==> config.mk <==
export PLATFORM = sky130hd
export DESIGN_NAME = vmx_result_collector
export DESIGN_NICKNAME = d
export VERILOG_FILES = /design/src/rtl/vmx_result_collector.sv
export SDC_FILE = /design/constraint.sdc
export NUM_CORES = 2
export LEC_CHECK = 0
export ABC_AREA = 1
export CORE_ASPECT_RATIO = 2
export CORE_MARGIN = 2
export CORE_UTILIZATION = 52
export CTS_BUF_LIST = sky130_fd_sc_hd__clkbuf_2 sky130_fd_sc_hd__clkbuf_4 sky130_fd_sc_hd__clkbuf_8
export DETAILED_ROUTE_END_ITERATION = 10
export PLACE_DENSITY = 0.69
export SLEW_MARGIN = 10
export SYNTH_ARGS = -nofsm -noshare
export SYNTH_HDL_FRONTEND = slang
export SYNTH_SLANG_ARGS = --single-unit
==> constraint.sdc <==
create_clock -name clk -period 18.5 [get_ports clk]
set_input_delay 2.775 -clock clk [delete_from_list [all_inputs] [get_ports clk]]
set_output_delay 2.775 -clock clk [all_outputs]
set_load 0.05 [all_outputs]
==> src/rtl/vmx_result_collector.sv <==
// vmx_result_collector: de-skews the row products leaving the systolic array,
// aligns them into one vector per issued input, buffers the vectors in a FIFO
// and presents them on a valid/ready stream. A credit output keeps the
// non-stallable array from ever producing a result with nowhere to go.
module vmx_result_collector #(
    parameter int ARRAY_SIZE     = 4,
    parameter int PRODUCT_BITLEN = 32,
    parameter int BASE_LAT       = 4,
    parameter int FIFO_DEPTH     = 8
) (
    input  logic                                 clk,
    input  logic                                 rst,
    input  logic                                 issue,
    output logic                                 issue_ready,
    input  logic [PRODUCT_BITLEN*ARRAY_SIZE-1:0] product,
    output logic                                 m_valid,
    input  logic                                 m_ready,
    output logic [PRODUCT_BITLEN*ARRAY_SIZE-1:0] m_data,
    output logic [$clog2(FIFO_DEPTH):0]          fifo_level,
    output logic                                 overflow
);

    localparam int W      = PRODUCT_BITLEN * ARRAY_SIZE;
    localparam int SR_LEN = BASE_LAT + ARRAY_SIZE - 1;
    localparam int PTR_W  = $clog2(FIFO_DEPTH);
    localparam int LVL_W  = PTR_W + 1;

    logic [SR_LEN-1:0] issue_sr;
    logic [LVL_W-1:0]  level;
    logic [LVL_W-1:0]  inflight;
    logic [PTR_W-1:0]  wr_ptr;
    logic [PTR_W-1:0]  rd_ptr;
    logic [W-1:0]      mem [FIFO_DEPTH];
    logic [W-1:0]      aligned;

    logic              accept;
    logic              wr_en;
    logic              wr_ok;
    logic              pop;
    logic [LVL_W-1:0]  level_n;
    logic [PTR_W-1:0]  rd_ptr_n;
    logic [W-1:0]      head_n;

    // Row i waits ARRAY_SIZE-1-i cycles so every row lines up with the last one.
    for (genvar i = 0; i < ARRAY_SIZE - 1; i++) begin : g_row
        logic [PRODUCT_BITLEN-1:0] stage [ARRAY_SIZE-1-i];

        // Per-row delay chain, cleared on reset so stale samples cannot leak out.
        always_ff @(posedge clk) begin
            if (rst) begin
                for (int unsigned s = 0; s < ARRAY_SIZE - 1 - i; s++) begin
                    stage[s] <= '0;
                end
            end else begin
                stage[0] <= product[i*PRODUCT_BITLEN +: PRODUCT_BITLEN];
                for (int unsigned s = 1; s < ARRAY_SIZE - 1 - i; s++) begin
                    stage[s] <= stage[s-1];
                end
            end
        end

        assign aligned[i*PRODUCT_BITLEN +: PRODUCT_BITLEN] = stage[ARRAY_SIZE-2-i];
    end

    assign aligned[(ARRAY_SIZE-1)*PRODUCT_BITLEN +: PRODUCT_BITLEN] =
        product[(ARRAY_SIZE-1)*PRODUCT_BITLEN +: PRODUCT_BITLEN];

    assign issue_ready = ({1'b0, level} + {1'b0, inflight}) < (LVL_W+1)'(FIFO_DEPTH);
    assign accept      = issue && issue_ready;
    assign wr_en       = issue_sr[SR_LEN-1];
    assign pop         = m_valid && m_ready;
    assign wr_ok       = wr_en && ((level != LVL_W'(FIFO_DEPTH)) || pop);
    assign fifo_level  = level;

    // Next FIFO head: the word being written this edge if it becomes the only
    // entry, otherwise the stored word at the advanced read pointer.
    always_comb begin
        level_n  = level + LVL_W'(wr_ok) - LVL_W'(pop);
        rd_ptr_n = rd_ptr + PTR_W'(pop);
        head_n   = m_data;
        if (wr_ok && (level_n == LVL_W'(1))) begin
            head_n = aligned;
        end else if (level_n != '0) begin
            head_n = mem[rd_ptr_n];
        end
    end

    // FIFO storage; contents need no reset because the level gates validity.
    always_ff @(posedge clk) begin
        if (!rst && wr_ok) begin
            mem[wr_ptr] <= aligned;
        end
    end

    // Issue tracking, credit accounting, pointers and the registered output head.
    always_ff @(posedge clk) begin
        if (rst) begin
            issue_sr <= '0;
            inflight <= '0;
            level    <= '0;
            wr_ptr   <= '0;
            rd_ptr   <= '0;
            m_valid  <= 1'b0;
            m_data   <= '0;
            overflow <= 1'b0;
        end else begin
            issue_sr <= {issue_sr[SR_LEN-2:0], accept};
            inflight <= inflight + LVL_W'(accept) - LVL_W'(wr_en);
            if (wr_ok) begin
                wr_ptr <= wr_ptr + PTR_W'(1);
            end
            rd_ptr  <= rd_ptr_n;
            level   <= level_n;
            m_valid <= (level_n != '0);
            m_data  <= head_n;
            if ((issue && !issue_ready) || (wr_en && !wr_ok)) begin
                overflow <= 1'b1;
            end
        end
    end

endmodule

## Yosys cells after proc, flatten, opt, wreduce, memory -nomap -nowiden

Memory sizes are Yosys's and may differ from the RTL's.
Index checks and enable logic that the tools add are counted.

- Register bits after elaboration: 151
- Bits in writable memories: 1,216
- Input bits: 132
- Output and inout bits: 135
- Word-level logic and storage cells: 56
- Memories kept: 4

Memory list:

| memory | words | width | rd ports | clocked after Yosys merged registers in | write ports | RTL line | RTL |
|---|---|---|---|---|---|---|---|
| mem | 8 | 128 | 1 | 0 | 1 | 33 | `logic [W-1:0] mem [FIFO_DEPTH];` |
| g_row[0].stage | 3 | 32 | 3 | 0 | 3 | 46 | `logic [PRODUCT_BITLEN-1:0] stage [ARRAY_SIZE-1-i];` |
| g_row[1].stage | 2 | 32 | 2 | 0 | 2 | 46 |  |
| g_row[2].stage | 1 | 32 | 1 | 0 | 1 | 46 |  |

- Add/sub/neg operators: 7
- Order comparisons: 1
- Equal/unequal tests: 2
- Multiplexer cells: 14
- Bitwise gates (word level): 5
- Reduce and logical (&&, ||, !) cells: 15

Operators by type and width:

| kind | number |
|---|---|
| $mux W128 | 2 |
| $mux W32 | 6 |
| $reduce_or A32 Y1 | 1 |
| $add A4 B1 Y4 | 2 |
| $sub A4 B1 Y4 | 2 |
| $logic_and A1 B1 Y1 | 7 |
| $mux W1 | 6 |
| $add A4 B4 Y5 | 1 |
| $lt A5 B4 Y1 const B | 1 |
| $or A1 B1 Y1 | 5 |
| $eq A4 B1 Y1 const B | 1 |
| $ne A4 B4 Y1 const B | 1 |
| $reduce_bool A4 Y1 | 1 |
| $add A3 B1 Y3 | 1 |
| $add A3 B1 Y3 const B | 1 |
| $logic_not A1 Y1 | 3 |
| $logic_or A1 B1 Y1 | 2 |
| $reduce_bool A2 Y1 | 1 |

## Longest topological paths before layout

- Depth in word-level cells: 8
- Mapped depth: 19
- Mapped depth without buffers: 17

## Worst setup path after synthesis

No wires, ideal clock.

- Path kind: input to register
- Start: input port rst
- End: memory mem[2][0] (netlist bit) (enable)
- Setup time: 0.929 ns
- Arrival time: 15.299 ns
- Setup slack: 2.271 ns
- Stages: 3
- Cell sequence: clkbuf_1 > clkbuf_1 > nor4_1

- Longest elaborated chain between the ends: 4

RTL lines:

| element | RTL line | RTL |
|---|---|---|
| from (decl) | 12 | `input logic rst,` |
| $logic_not A1 Y1 | 90 | `if (!rst && wr_ok) begin` |
| $logic_and A1 B1 Y1 | 90 |  |
| $mux W1 | 90 |  |
| $mux W1 (not written as such) | 91 | `mem[wr_ptr] <= aligned;` |
| to (decl) | 33 |  |

No other way between the ends.

## Final worst setup path

- Start: input port m_ready
- End: register m_data[110]

- Longest elaborated chain between the ends: 8
- Elaborated cells on any way between the ends: 13
- Classes of those cells: 3 x add/sub; 1 x eq/ne; 2 x mux; 6 x reduce/logical; 1 x memory

RTL lines:

| element | RTL line | RTL |
|---|---|---|
| from (decl) | 17 | `input logic m_ready,` |
| $logic_and A1 B1 Y1 (*) | 71 | `assign pop = m_valid && m_ready;` |
| $logic_or A1 B1 Y1 | 72 | `assign wr_ok = wr_en && ((level != LVL_W'(FIFO_DEPTH)) \|\| pop);` |
| $logic_and A1 B1 Y1 | 72 |  |
| $add A4 B1 Y4 | 78 | `level_n = level + LVL_W'(wr_ok) - LVL_W'(pop);` |
| $sub A4 B1 Y4 | 78 |  |
| $eq A4 B1 Y1 | 81 | `if (wr_ok && (level_n == LVL_W'(1))) begin` |
| $logic_and A1 B1 Y1 | 81 |  |
| $mux W128 / $reduce_bool A2 Y1 (equally long branches) | -- |  |
| to (signal assigned) | 115 | `m_data <= head_n;` |
| to (decl) | 18 | `output logic [PRODUCT_BITLEN*ARRAY_SIZE-1:0] m_data,` |

Mark *: on every way between the ends. The rest lies on a longest branch, timed or not. The select of a mux whose other input is x is not followed.
A chain may end at the register's enable or synchronous reset.

==> reports/results.env <==
MAX_FREQ_MHz=142
SYNTH-ADDER-AREA-SHARE=0.00404
CHIPHEIGHT_UM=457
HOLD_VIOL_FINAL=0
RSZ0062_AT_GRT='false'
SETUP_TOTAL_NEGATIVE_SLACK_NS=0
REGTOREGSETUPSLACK_NS=13.27
SYNTH_AREA_UM2=53300
YOSYSTOPAREACELLSHARE=0.577
INITIAL_CORE_UTIL=0.523
HORIZ_DIE_DIM_UM=230
SYNTH.FF_LATCH_COUNT=1367
SYNTH_WARNINGS=0
CLOCKBUFFERDEPTH=3
SEQUENTIAL_CELL_AREA_UM2=37600
INITIAL_ANTENNA_VIOLATION_COUNT=6
SYN_TO_FINAL_GROWTH_PCT=14.2
ANT_NETS=0
SLEW_HEADROOM=0.186
POSTCTSRESIZEDCELLS=0
IO_PINS=267
POWER.DENSITY_CELL_AREA_nW_PER_UM2=144
GRT_PASS1_VIAS=36600
GRT_START_MAX_NET_PINS=222
NETLIST_INSTANCES=5019
CTSROOTBUFFERMASTER='sky130_fd_sc_hd__clkbuf_8'
GP_CONGESTION=0.771
CP_ENDPOINT_KIND='flop'
FINAL_CLOCK_SKEW_NS=0.0373
PLACE_HPWL_UM=65800
LEAKAGE_nW=24.5
WORST_R2R_PATH_DEPTH=18
SYNTH.MUX.AREA_FRACTION=0
SYNTH_SIMPLE_GATE_AREA_SHARE=0.217
WORSTSETUPPATHTYPE='in -> reg'
PLACE.PORT_BUFFERS=266
MAX_CAP_VIOL_COUNT=0
WORST_R2R_STARTPOINT='fifo_level[2]'
TIMING.HOLD.WORST.CLASS='reg -> reg'
SYNTH_SEQ_AREA_SHARE=0.706
FIN_CRIT_NS=7.06
FIN_NETS=5344
PATH_MAX_FANOUT=74
TIGHTESTPINTRANSITION_NS=1.22
R2R-END='m_data[110]'
FINALWIRELENGTH_UM=136000
CRIT_PATH_END='m_data[110]'
WORSTHOLDSTART='g_row[1].stage[0][10]'
UTILIZATION=0.597
TIMING.CRITICAL_PATH.FROM_TYPE='input port'
GRT_REMAINING_OVERFLOW=0
SYNTH-COMPOUND-AREA-SHARE=0.0130
CLOCK_PIN_TRANSITION_ON_THE_WORST_SETUP_AND_HOLD_TIMING_PATHS_NS=0.06
ROUTED_WIRE_LENGTH_PER_INSTANCE_UM=20.3
TRITONCTS_NUM_SINKS=1367
FP.DIEAREA_UM2=105000
GRT_PASS1_WL_UM=208000
VIASPERCELL=5.53
SYNTH_TOP_FAMILY_BY_AREA='simple AND/OR/NAND/NOR gates'
STATUS='finished clean'
HOLD_FIX_BUFFERS_AT_CTS=0
WHS_PATH_DEPTH=2
FLOORPLAN.CORE_AREA_UM2=102000
DRC_ERRORS=0
TRITONCTS.NUM_BUFFERS=186
YOSYSTOPAREACELL='sky130_fd_sc_hd__edfxtp_1'
TRITONCTS_CLOCK_TREE='yes'
MULTI_INPUT_AREA_UM2=12700
CRITPATHARRIVALTIME_NS=7.83
MAX-VDD-IR-DROP_uV=191
YOSYS.AREA_SHARE.XOR_XNOR=0.000657
DRT_PRE_ANTENNA_ITERS=5
LAYOUT.FILLER_CELLS=8367
CORE.ROWCOUNT=166
SYNTHDISTINCTLIBCELLS=23
CRITPATHLAUNCH='m_ready'
FINAL.PERIOD_UTILIZATION=0.382
FINAL_REPORT_MAX_SLEW_VIOLATION_COUNT=0
POST_SYNTH_MAIN_AREA_CONTRIBUTORS='sky130_fd_sc_hd__edfxtp_1 58%, sky130_fd_sc_hd__dfxtp_1 13%, sky130_fd_sc_hd__nand2_1 10%'
TIMING.FINAL.SETUP_VIOLATIONS=0
CTS.HTREE.LEVELS=4
GRT_USAGE=0.259
WORST_EP_REQUIRED_TIME_NS=19.27
SYN-MEAN-INSTANCE-AREA_UM2=10.6
DETAIL_ROUTE.ITER0.VIOLATIONS=3238
MOST-COMMON-LAYOUT-CELLS='1436 x sky130_fd_sc_hd__nand2_1, 1024 x sky130_fd_sc_hd__edfxtp_1, 899 x sky130_fd_sc_hd__nand3_1'
LAYOUT-DRIVE-GT1-SHARE=0.0731
TOTAL_VIA_COUNT_AFTER_DETAILED_ROUTING=37100
LAYOUT_COMMONEST_CELL='sky130_fd_sc_hd__nand2_1'
CLKLATENCYLATEPIN_NS=0.89
CTS_POST_SETUP_BUFFERS_INSERTED=0
SYNTH_NET_COUNT=5167
## layer usage
| metal | share of wire | vias up | global-route usage |
|---|---|---|---|
| met5 | 0 | - | 0 |
| met4 | 0.034 | 0 | 0.104 |
| met3 | 0.078 | 313 | 0.0479 |
| met2 | 0.50 | 1578 | 0.447 |
| met1 | 0.39 | 18000 | 0.319 |
| li1 | - | 17200 | - |
## cell usage after synthesis
cell type / number
sky130_fd_sc_hd__inv_1: 479
sky130_fd_sc_hd__edfxtp_1: 1024
sky130_fd_sc_hd__nor2_1: 223
sky130_fd_sc_hd__inv_2: 1
sky130_fd_sc_hd__a21oi_1: 5
sky130_fd_sc_hd__fa_1: 2
sky130_fd_sc_hd__a31oi_1: 1
sky130_fd_sc_hd__and3_1: 1
sky130_fd_sc_hd__nor4_1: 1
sky130_fd_sc_hd__o21ai_1: 123
sky130_fd_sc_hd__nand3_1: 901
sky130_fd_sc_hd__clkinv_1: 1
sky130_fd_sc_hd__nand2_1: 1437
sky130_fd_sc_hd__buf_2: 141
sky130_fd_sc_hd__xnor2_1: 1
sky130_fd_sc_hd__nor3_1: 1
sky130_fd_sc_hd__clkbuf_1: 135
sky130_fd_sc_hd__ha_1: 14
sky130_fd_sc_hd__o21ai_0: 9
sky130_fd_sc_hd__nand4_1: 129
sky130_fd_sc_hd__dfxtp_1: 343
sky130_fd_sc_hd__xor2_1: 3
sky130_fd_sc_hd__buf_1: 44
## report_power, final
group	total (mW)	internal (mW)	leakage [nW]	switching, mW
Sequential	3.56	3.43	12.2	0.126
Combinational	2.82	0.768	10.2	2.05
Clock	2.41	1.28	2.12	1.13
## critical path: stages
cell and delay (ns):
sky130_fd_sc_hd__clkdlybuf4s50_1 0.45, sky130_fd_sc_hd__nand2_1 0.12, sky130_fd_sc_hd__nand3_1 0.12, sky130_fd_sc_hd__nand2_1 0.17, sky130_fd_sc_hd__inv_1 0.16, sky130_fd_sc_hd__nand2_1 0.07, sky130_fd_sc_hd__nand2_1 0.06, sky130_fd_sc_hd__ha_1 0.18
sky130_fd_sc_hd__inv_1 0.07, sky130_fd_sc_hd__fa_1 0.47, sky130_fd_sc_hd__xor2_4 0.19, sky130_fd_sc_hd__buf_4 0.79, sky130_fd_sc_hd__nand3_4 0.84, sky130_fd_sc_hd__buf_4 0.80, sky130_fd_sc_hd__nand2_1 0.22, sky130_fd_sc_hd__nand3_1 0.09
sky130_fd_sc_hd__nand2_1 0.09, sky130_fd_sc_hd__inv_1 0.04
## logic make-up after synthesis
family                     after synthesis
adders and majority gates               16
xor gates and xnor gates                 4
DFF                                   1367
AOI/OAI and AO/OA                      138
buffers and inverters                  801
and+or+nand+nor                       2693
## sequential cells by signal (all words and copies together) (netlist names)
signal,cells
mem,1024
g_row.stage,192
m_data,128
issue_sr,7
fifo_level,4
inflight,4
rd_ptr,3
wr_ptr,3
m_valid,1
overflow,1
## final cells by class
cell class | count | share of cell area
Timing Repair Buffer | 309 | 0.0508
Multi-Input combinational cell | 2851 | 0.208
Clock buffer | 285 | 0.0574
Antenna cell | 4 | 0.000164
Sequential cell | 1367 | 0.618
Tap cell | 1344 | 0.0276
Clock inverter | 68 | 0.00818
Inverter | 481 | 0.0300
## how the worst min path moves through the flow
stage                            end  slack, ns
4_1_cts        g_row[0].stage[0][42]       0.39
5_1_grt        g_row[0].stage[0][77]       0.41
6_report       g_row[1].stage[0][42]       0.39
3_3_place_gp   g_row[1].stage[0][34]       0.39
2_1_floorplan  g_row[0].stage[0][32]       0.39
3_5_place_dp   g_row[0].stage[0][76]       0.39
## through the flow
stage / area [um2] / hold WS [ns] / power (mW) / worst slack (ns) / instances
2_1_floorplan: 53300 / 0.388 / 5.54 / 2.27 / 5019
3_3_place_gp: 56900 / 0.389 / 6.37 / 10.78 / 6352
3_5_place_dp: 56900 / 0.393 / 6.42 / 10.63 / 6352
4_1_cts: 60900 / 0.392 / 8.81 / 11.59 / 6705
5_1_grt: 60900 / 0.408 / 9.21 / 11.20 / 6709
6_report: 60900 / 0.387 / 8.79 / 11.44 / 6709
No activity file was read; power rests on OpenSTA's default activity.
